**config.mk**
```make
export PLATFORM = sky130hd
export DESIGN_NAME = pulse_stretcher
export DESIGN_NICKNAME = d
export VERILOG_FILES = /design/src/rtl/pulse_stretcher_pkg.sv /design/src/rtl/pulse_stretcher_channel.sv /design/src/rtl/pulse_stretcher.sv
export SDC_FILE = /design/constraint.sdc
export NUM_CORES = 1
export LEC_CHECK = 0
export ABC_CLOCK_PERIOD_IN_PS = 3800
export BUFFER_PORTS_ARGS = -buffer_cell sky130_fd_sc_hd__buf_2
export CORE_AREA = 5 5 42 44
export DETAILED_ROUTE_END_ITERATION = 12
export DIE_AREA = 0 0 47 49
export GPL_ROUTABILITY_DRIVEN = 0
export PLACE_DENSITY_LB_ADDON = 0.15
export SYNTH_ARGS = -nofsm -noshare
export SYNTH_HDL_FRONTEND = slang
export SYNTH_SLANG_ARGS = --single-unit
export TNS_END_PERCENT = 5
```
**constraint.sdc**
```tcl
create_clock -name clk -period 3.8 [get_ports clk]
set_input_delay 0.76 -clock clk [delete_from_list [all_inputs] [get_ports clk]]
set_output_delay 0.76 -clock clk [all_outputs]
set_load 0.02 [all_outputs]
```
**src/rtl/pulse_stretcher_pkg.sv**
```systemverilog
// Shared state encoding and elaboration-time sizing helpers for the pulse stretcher.
package pulse_stretcher_pkg;

  typedef enum logic [1:0] {
    IDLE = 2'd0,
    HIGH = 2'd1,
    GAP  = 2'd2
  } state_t;

  function automatic int clog2(input int value);
    int r;
    r = 0;
    while ((1 << r) < value) r++;
    return r;
  endfunction

  function automatic int max2(input int a, input int b);
    return (a > b) ? a : b;
  endfunction

endpackage

```
**src/rtl/pulse_stretcher_channel.sv**
```systemverilog
// One channel: stretches each accepted pulse into a fixed high window followed by a fixed low gap.
// Latency 1 cycle; no backpressure -- pulses during a window queue up to PENDING_MAX, then drop and flag overflow.
module pulse_stretcher_channel
  import pulse_stretcher_pkg::*;
#(
  parameter int STRETCH_CYCLES = 8,
  parameter int GAP_CYCLES     = 2,
  parameter int PENDING_MAX    = 3
) (
  input  logic clk,
  input  logic rst_n,
  input  logic i_pulse,
  input  logic i_clear_overflow,
  output logic o_level,
  output logic o_busy,
  output logic o_overflow
);

  localparam int CW = clog2(max2(STRETCH_CYCLES, GAP_CYCLES) + 1);
  localparam int PW = clog2(PENDING_MAX + 1);

  localparam logic [CW-1:0] C_STRETCH_LOAD = CW'(STRETCH_CYCLES - 1);
  localparam logic [CW-1:0] C_GAP_LOAD     = CW'(GAP_CYCLES - 1);
  localparam logic [CW-1:0] C_CNT_ONE      = CW'(1);
  localparam logic [PW-1:0] C_PEND_MAX     = PW'(PENDING_MAX);
  localparam logic [PW-1:0] C_PEND_ONE     = PW'(1);
  localparam logic [PW:0]   C_P_ONE        = (PW + 1)'(1);

  state_t        r_state;
  logic [CW-1:0] r_cnt;
  logic [PW-1:0] r_pending;
  logic          r_level;
  logic          r_busy;
  logic          r_overflow;

  logic          w_cnt_zero;
  logic          w_terminal;
  logic          w_pend_full;
  logic          w_drop;
  logic [PW:0]   w_p;

  assign w_cnt_zero  = (r_cnt == '0);
  assign w_terminal  = (r_state == GAP) && w_cnt_zero;
  assign w_pend_full = (r_pending == C_PEND_MAX);
  // The last gap cycle folds its own pulse into the replay decision, so it never drops.
  assign w_drop      = i_pulse && w_pend_full && (r_state != IDLE) && !w_terminal;
  assign w_p         = {1'b0, r_pending} + {{PW{1'b0}}, i_pulse};

  always_ff @(posedge clk or negedge rst_n) begin
    if (!rst_n) begin
      r_state    <= IDLE;
      r_cnt      <= '0;
      r_pending  <= '0;
      r_level    <= 1'b0;
      r_busy     <= 1'b0;
      r_overflow <= 1'b0;
    end else begin
      if (w_drop) begin
        r_overflow <= 1'b1;
      end else if (i_clear_overflow) begin
        r_overflow <= 1'b0;
      end

      case (r_state)
        IDLE: begin
          if (i_pulse) begin
            r_state <= HIGH;
            r_cnt   <= C_STRETCH_LOAD;
            r_level <= 1'b1;
            r_busy  <= 1'b1;
          end
        end
        HIGH: begin
          if (i_pulse && !w_pend_full) r_pending <= r_pending + C_PEND_ONE;
          if (w_cnt_zero) begin
            r_state <= GAP;
            r_cnt   <= C_GAP_LOAD;
            r_level <= 1'b0;
          end else begin
            r_cnt <= r_cnt - C_CNT_ONE;
          end
        end
        GAP: begin
          if (!w_cnt_zero) begin
            if (i_pulse && !w_pend_full) r_pending <= r_pending + C_PEND_ONE;
            r_cnt <= r_cnt - C_CNT_ONE;
          end else if (w_p != '0) begin
            r_state   <= HIGH;
            r_cnt     <= C_STRETCH_LOAD;
            r_pending <= PW'(w_p - C_P_ONE);
            r_level   <= 1'b1;
          end else begin
            r_state <= IDLE;
            r_busy  <= 1'b0;
          end
        end
        default: begin
          r_state <= IDLE;
          r_level <= 1'b0;
          r_busy  <= 1'b0;
        end
      endcase
    end
  end

  assign o_level    = r_level;
  assign o_busy     = r_busy;
  assign o_overflow = r_overflow;

endmodule

```
**src/rtl/pulse_stretcher.sv**
```systemverilog
// WIDTH independent pulse-stretcher channels side by side; outputs are the per-channel bits concatenated.
// Latency 1 cycle; no backpressure -- each channel queues or drops on its own.
module pulse_stretcher
  import pulse_stretcher_pkg::*;
#(
  parameter int WIDTH          = 1,
  parameter int STRETCH_CYCLES = 8,
  parameter int GAP_CYCLES     = 2,
  parameter int PENDING_MAX    = 3
) (
  input  logic             clk,
  input  logic             rst_n,
  input  logic [WIDTH-1:0] pulse_in,
  input  logic [WIDTH-1:0] clear_overflow,
  output logic [WIDTH-1:0] level_out,
  output logic [WIDTH-1:0] busy,
  output logic [WIDTH-1:0] overflow
);

  for (genvar g = 0; g < WIDTH; g++) begin : g_ch
    pulse_stretcher_channel #(
      .STRETCH_CYCLES (STRETCH_CYCLES),
      .GAP_CYCLES     (GAP_CYCLES),
      .PENDING_MAX    (PENDING_MAX)
    ) u_ch (
      .clk              (clk),
      .rst_n            (rst_n),
      .i_pulse          (pulse_in[g]),
      .i_clear_overflow (clear_overflow[g]),
      .o_level          (level_out[g]),
      .o_busy           (busy[g]),
      .o_overflow       (overflow[g])
    );
  end

endmodule

```
==> impl_results.md, run 1 <==
* Outcome: complete, no violations
* Slew @ Worst Pin at 814.5 ps
* Num CTS Buffers at 3
* Largest family of logic cells by synthesized area: compound AO/OA/AOI/OAI gates
* Number of global-route vias before repair at 544
* Sequential share of the synthesized area at 0.3767
* Post-Layout Inst Area at 803.3 sq um
* Inst Count DP at 98
* R2R setup slack at 1850 ps
* Min-Delay Path Class: in2async
* Wire length per cell at 14.11 um
* Post-synth top area share at 0.3767
* Minimum clock period at 2142 ps
* Number of gates resized after CTS at 0
* GR Util met1 at 0.1820
* Fmax at approximately 470 MHz
* Main synth FF type: dfrtp_1
* Post-synthesis xor/xnor area fraction at 0
* First-pass GRT wire length at 2304 um
* Max-cap violations at 0
* Nets at 100
* Synth cell types at 27
* Initial antenna violation count at 0
* Synthesized area per cell at approximately 9.5 sq um
* CP endpoint kind: flip-flop
* Post-synthesis compound-gate area fraction at 0.2945
* Synth area leader: dfrtp_1
* Global Route met3 Usage at 0.04428
* Mapped Cells at 77
* Hold Fails Final Rpt at 0
* Core Region at 1401 sq um
* Gr usage total at 0.1340
* WP data required at 3960 ps
* Post-synth EDFFs at 0
* Leak at around 0.37 nW
* N_diodes at 0
* Hold slack at 353.9 ps
* Post-Layout Cell Count at 102
* Final setup violation count at 0
* Util after Layout at 0.5732
* PD cells at 878.2 nW/um^2
* Post-DP HPWL at 1062 um
* DR iter-0 viols at 14
* Max-slew violation count at 0
* Area of the mapped netlist at 730.7 sq um
* Port bufs at 6
* Met2 Resource Use GR at 0.2014
* CTS Root Cell: clkbuf_4
* TNS Setup at 0 ps
* Post-Syn Nets at 90
* Vias at 614
* Worst-case clock buffer depth at 2
* WS Path Type: in2reg
* First-pass iteration count of the detailed router at 4
* CTS Hold Bufs at 0
* Skew final at ~2.3 ps
* Area Growth Syn to Fin at 9.931%
* Post-route DRC at 0
* CTS tree: done
* Top Usage Layer GRT: met2
* Peak supply drop at about 0.00039 V
* Reg clk slew, reported paths at roughly 70 ps
* Total power at 705.5 uW
* Top area cells in the synthesized netlist: dfrtp_1, ha_1, o21ai_0
* ANT nets after route at 0
* CP Max Fanout at 5
* Final WS setup at between 1500 and 2000 ps
* Top cells by count, synth: dfrtp_1, ha_1, inv_1
* Unrepaired setup endpoints after global routing: false
* Setup WS pre-CTS at 1386 ps
* # rows at 14
* Startpoint Class: input pin
* Grt total ovfl at 0
* Layout cells sized above 1 at 0.1279
* Top-count cell post-synth: dfrtp_1
* Slew Limit Headroom at 0.4520
* Synth warn at 0
* Critical path arrival at 2300 ps
* Num Clock Sinks at 11
* Flop and latch count out of synthesis at 11
* H-Tree Level Count at 1
* FFs w/ async S/R, synth at 1.000
* Post-Route WL at about 1400 um
* Post-CTS Setup Inserts at 0
* Post-Place Cell Area at 777.0 sq um
* Initial Util at 0.5214
* Post-Synth Adder-Cell Area at 0.1541
* Ports at 7
* Largest net degree at the start of global routing at 14
* Mux share of post-synthesis cell area at 0
* Die X at 47 um
* Post-Synth Simple-Gate Area at 0.1284
* Die boundary height at 49 um
* DR vias/cell at 6.020
* Die footprint at 2303 sq um
* Tcrit/Tclk final at 0.5636
* Worst-Skew Late Latency at 260 ps
[cell usage in the layout (no fill, tap or decap), drive strengths merged, types with 2 or more instances in the layout]
| master | count |
|---|---|
| a21oi | 5 |
| a22o | 2 |
| a31oi | 4 |
| buf | 6 |
| clkbuf | 4 |
| dfrtp | 11 |
| ha | 9 |
| inv | 8 |
| nand2 | 5 |
| nand2b | 3 |
| nand3b | 2 |
| nor2 | 3 |
| o21a | 2 |
| o21ai | 8 |
| o22a | 2 |
[metal layers]
| layer | vias to the layer above | wire (um) |
|---|---|---|
| met5 | - | 0 |
| met4 | 0 | 9 |
| met3 | 2 | 76 |
| met2 | 16 | 665 |
| met1 | 293 | 688 |
| li1 | 303 | - |
[worst paths after layout]
| check | start | endpoint | cells after the start |
|---|---|---|---|
| max | pulse_in | g_ch[0].u_ch.r_pending[1]$_DFFE_PN0P_ | 9 |
| min | rst_n | g_ch[0].u_ch.r_cnt[3]$_DFFE_PN0P_ | 1 |
| max reg2reg | g_ch[0].u_ch.r_pending[0]$_DFFE_PN0P_ | g_ch[0].u_ch.r_pending[1]$_DFFE_PN0P_ | 8 |
| min reg2reg | g_ch[0].u_ch.o_level$_DFFE_PN0P_ | g_ch[0].u_ch.o_level$_DFFE_PN0P_ | 2 |
| max in group asynchronous | rst_n | g_ch[0].u_ch.r_cnt[0]$_DFFE_PN0P_ | 1 |
| min in group clk | g_ch[0].u_ch.o_level$_DFFE_PN0P_ | g_ch[0].u_ch.o_level$_DFFE_PN0P_ | 2 |
[power by group]
part	total, mW	switching (mW)	internal (mW)
clock	0.0795	0.0389	0.0406
combinational	0.398	0.223	0.176
sequential	0.228	0.0554	0.172
[cell type report]
cell class,instances,area (sq um)
clock buffer,4,26.28
fill,129,598.1
inverter,8,30.03
multi-input combinational,57,421.7
sequential,11,275.3
tap,16,20.02
timing repair buffer,6,30.03
[critical path, stage by stage]
cell and delay, ps:
buf_2 120, ha_1 190, ha_1 280, inv_1 60, ha_1 150, nand3b_1 140, o21ai_1 290, a21oi_1 100
o22a_1 210
[cell families (layout without fill, tap and decap cells)]
kind of cell               count (synthesis)  count (layout)
adders and majority gates                  9               9
and+or+nand+nor                           17              17
buffers and inverters                      9              18
AOI/OAI and AO/OA                         31              31
DFF                                       11              11
[registers in the layout, indices dropped and copies added (netlist names)]
signal                flops
g_ch.u_ch.o_busy          1
g_ch.u_ch.r_pending       2
g_ch.u_ch.r_state         2
g_ch.u_ch.o_overflow      1
g_ch.u_ch.r_cnt           4
g_ch.u_ch.o_level         1
Power figures use the tool's default switching activity.
==> run 2: changes to the inputs <==
--- a/config.mk
+++ b/config.mk
@@ -5,11 +5,11 @@
 export SDC_FILE = /design/constraint.sdc
 export NUM_CORES = 1
 export LEC_CHECK = 0
-export ABC_CLOCK_PERIOD_IN_PS = 3800
+export ABC_CLOCK_PERIOD_IN_PS = 1900
 export BUFFER_PORTS_ARGS = -buffer_cell sky130_fd_sc_hd__buf_2
-export CORE_AREA = 5 5 42 44
+export CORE_MARGIN = 5
+export CORE_UTILIZATION = 50
 export DETAILED_ROUTE_END_ITERATION = 12
-export DIE_AREA = 0 0 47 49
 export GPL_ROUTABILITY_DRIVEN = 0
 export PLACE_DENSITY_LB_ADDON = 0.15
 export SYNTH_ARGS = -nofsm -noshare
==> constraint.sdc (replaced) <==
create_clock -name clk -period 1.9 [get_ports clk]
set_input_delay 0.38 -clock clk [delete_from_list [all_inputs] [get_ports clk]]
set_output_delay 0.38 -clock clk [all_outputs]
set_load 0.02 [all_outputs]
==> run 2 against run 1 <==
Flip-flop and latch count is the same. Critical path depth shrank 1. Critical path type is now reg2reg. Highest routed layer unchanged. Critical endpoint is now g_ch[0].u_ch.r_cnt[2]$_DFFE_PN0P_. Global-route usage up 1.1 points. Routed wire length increased by 0.90%. Power up 110%. Design area is 8.4% higher. Largest power group unchanged. Sequential share of layout area decreased by 2.7 points. Non-clock buffer count grew 6. Clock skew increased by 8.4 ps.
==> impl_results.md, run 2 (synthesis results as in run 1) <==
* Post-Route WL at 1452 um (+0.90%)
* TNS Setup at 0 ps (unchanged)
* Startpoint Class: flip-flop
* H-Tree Level Count at 1 (unchanged)
* Worst-case clock buffer depth at 2 (unchanged)
* PD cells at 1716 nW/um^2 (+95%)
* Post-route DRC at 0 (unchanged)
* Nets at 106 (+6.0%)
* Die X at 48.23 um (+2.6%)
* Peak supply drop at 0.0008844 V (+120%)
* Skew final at 10.68 ps (+8.383 ps)
* Slew @ Worst Pin at 320.9 ps (-493.5 ps)
* Min-Delay Path Class: in2reg
* CP endpoint kind: flip-flop
* WS Path Type: reg2reg
* Die footprint at 2326 sq um (+1.0%)
* Worst-Skew Late Latency at 270 ps (about the same)
* Hold slack at 441.5 ps (+87.60 ps)
* Critical path arrival at 1970 ps (-330 ps)
* Most common library cell in the layout ignoring fill and taps: dfrtp_1
* Num CTS Buffers at 3 (unchanged)
* Initial Util at 0.5478 (+0.02641)
* # rows at 13 (-1)
* Final setup violation count at 0 (unchanged)
* Layout cells sized above 1 at 0.2174 (+0.08948)
* DR vias/cell at 5.748 (-4.5%)
* Num Clock Sinks at 11 (unchanged)
* Initial antenna violation count at 0 (unchanged)
* Largest net degree at the start of global routing at 12 (-2)
* WP data required at 2050 ps (-1910 ps)
* Util after Layout at 0.6529 (+0.07969)
* Port bufs at 6 (unchanged)
* Post-Layout Cell Count at 107 (+4.9%)
* Grt total ovfl at 0 (unchanged)
* Gr usage total at 0.1447 (+0.01064)
* Max-cap violations at 0 (unchanged)
* CTS tree: done
* First-pass iteration count of the detailed router at 6 (+2)
* Most frequent cells in the layout: dfrtp_1, inv_1, o21ai_0, ha_1, buf_2
* Multi-input logic area at 442.9 sq um (+5.0%)
* CP Max Fanout at 7 (+2)
* Setup WS pre-CTS at -17.33 ps (-1403 ps)
* Post-DP HPWL at 1066 um (+0.31%)
* Final WS setup at 85.03 ps (-1573 ps)
* Tcrit/Tclk final at 0.9552
* Die boundary height at 48.23 um (-1.6%)
* Outcome: complete, no violations
* First-pass GRT wire length at 2311 um (+0.30%)
* Area Growth Syn to Fin at 19.18%
* Total power at 1.495 mW (+110%)
* ANT nets after route at 0 (unchanged)
* Minimum clock period at roughly 1800 ps
* Fmax at 551.0 MHz
* Largest Register: g_ch.u_ch.r_cnt
* DR iter-0 viols at 15 (+1)
* Post-Place Cell Area at 813.3 sq um (+4.7%)
* Wire length per cell at 13.57 um (-3.8%)
* N_diodes at 0 (unchanged)
* Vias at 615 (+0.16%)
* Hold Fails Final Rpt at 0 (unchanged)
* Slew Limit Headroom at 0.7860 (+0.3340)
* Inst Count DP at 102 (+4.1%)
* Max reg flops at 4 (unchanged)
* Ports at 7 (unchanged)
* Post-Layout Inst Area at 870.8 sq um (+8.4%)
* Biggest registers after layout: g_ch.u_ch.r_cnt x4, g_ch.u_ch.r_pending x2, g_ch.u_ch.r_state x2
* Leak at 0.3929 nW (+7.4%)
* Reg clk slew, reported paths at 70 ps (about the same)
* Max-slew violation count at 0 (unchanged)
* Register cell area after layout at 275.3 sq um (unchanged)
* Number of global-route vias before repair at 563 (+3.5%)
* CTS Root Cell: clkbuf_4
* Fill cells at 126 (-2.3%)
* Core Region at 1334 sq um (-4.8%)
## run 2: critical path, stage by stage (launching register included)
cell and delay [ps]:
dfrtp_1 390, ha_2 190, ha_4 250, inv_1 30
ha_2 160, nand3b_1 170, o211a_4 230, o21ai_0 90
a22o_1 180
## run 2: power by group
| group | internal (mW) | leakage [nW] | switching (mW) | total (mW) |
|---|---|---|---|---|
| clock network | 0.0813 | 0.0150 | 0.0785 | 0.160 |
| registers | 0.344 | 0.132 | 0.107 | 0.451 |
| logic | 0.413 | 0.246 | 0.470 | 0.884 |
## run 2: layout make-up
cell class	instances	share of cell area
well taps	15	0.02155
flip-flops and latches	11	0.3161
inverters	8	0.03448
multi-input cells	57	0.5086
clock buffers	4	0.03017
repair buffers	12	0.08908
## run 2: path summary, 6_finish.rpt
check | start | to | slack (ps) | cells past startpoint
max | g_ch[0].u_ch.r_pending[0]$_DFFE_PN0P_ | g_ch[0].u_ch.r_cnt[2]$_DFFE_PN0P_ | 90 | 8
min reg2reg | g_ch[0].u_ch.o_level$_DFFE_PN0P_ | g_ch[0].u_ch.o_level$_DFFE_PN0P_ | 510 | 2
min | clear_overflow | g_ch[0].u_ch.o_overflow$_DFFE_PN0P_ | 440 | 3
max in group asynchronous | rst_n | g_ch[0].u_ch.r_cnt[2]$_DFFE_PN0P_ | 1190 | 2
max reg2reg | g_ch[0].u_ch.r_pending[0]$_DFFE_PN0P_ | g_ch[0].u_ch.r_cnt[2]$_DFFE_PN0P_ | 90 | 8
min in group asynchronous | rst_n | g_ch[0].u_ch.r_state[0]$_DFFE_PN0P_ | 500 | 2
## run 2: timing repair
item / in CTS / in global routing
hold endpoints to repair: 11 / 0
endpoints found under the setup margin: 0 / 5
resized for setup: 0 / 4
hold buffers: 1 / 0
buffers inserted: 0 / 0
## run 2: per-layer routing
metal | vias up | wire length, um | track usage
li1 | 312 | - | -
met1 | 289 | 683 | 0.1951
met2 | 12 | 673 | 0.2083
met3 | 2 | 85 | 0.06642
met4 | 0 | 10 | 0.03763
met5 | - | 0 | 0
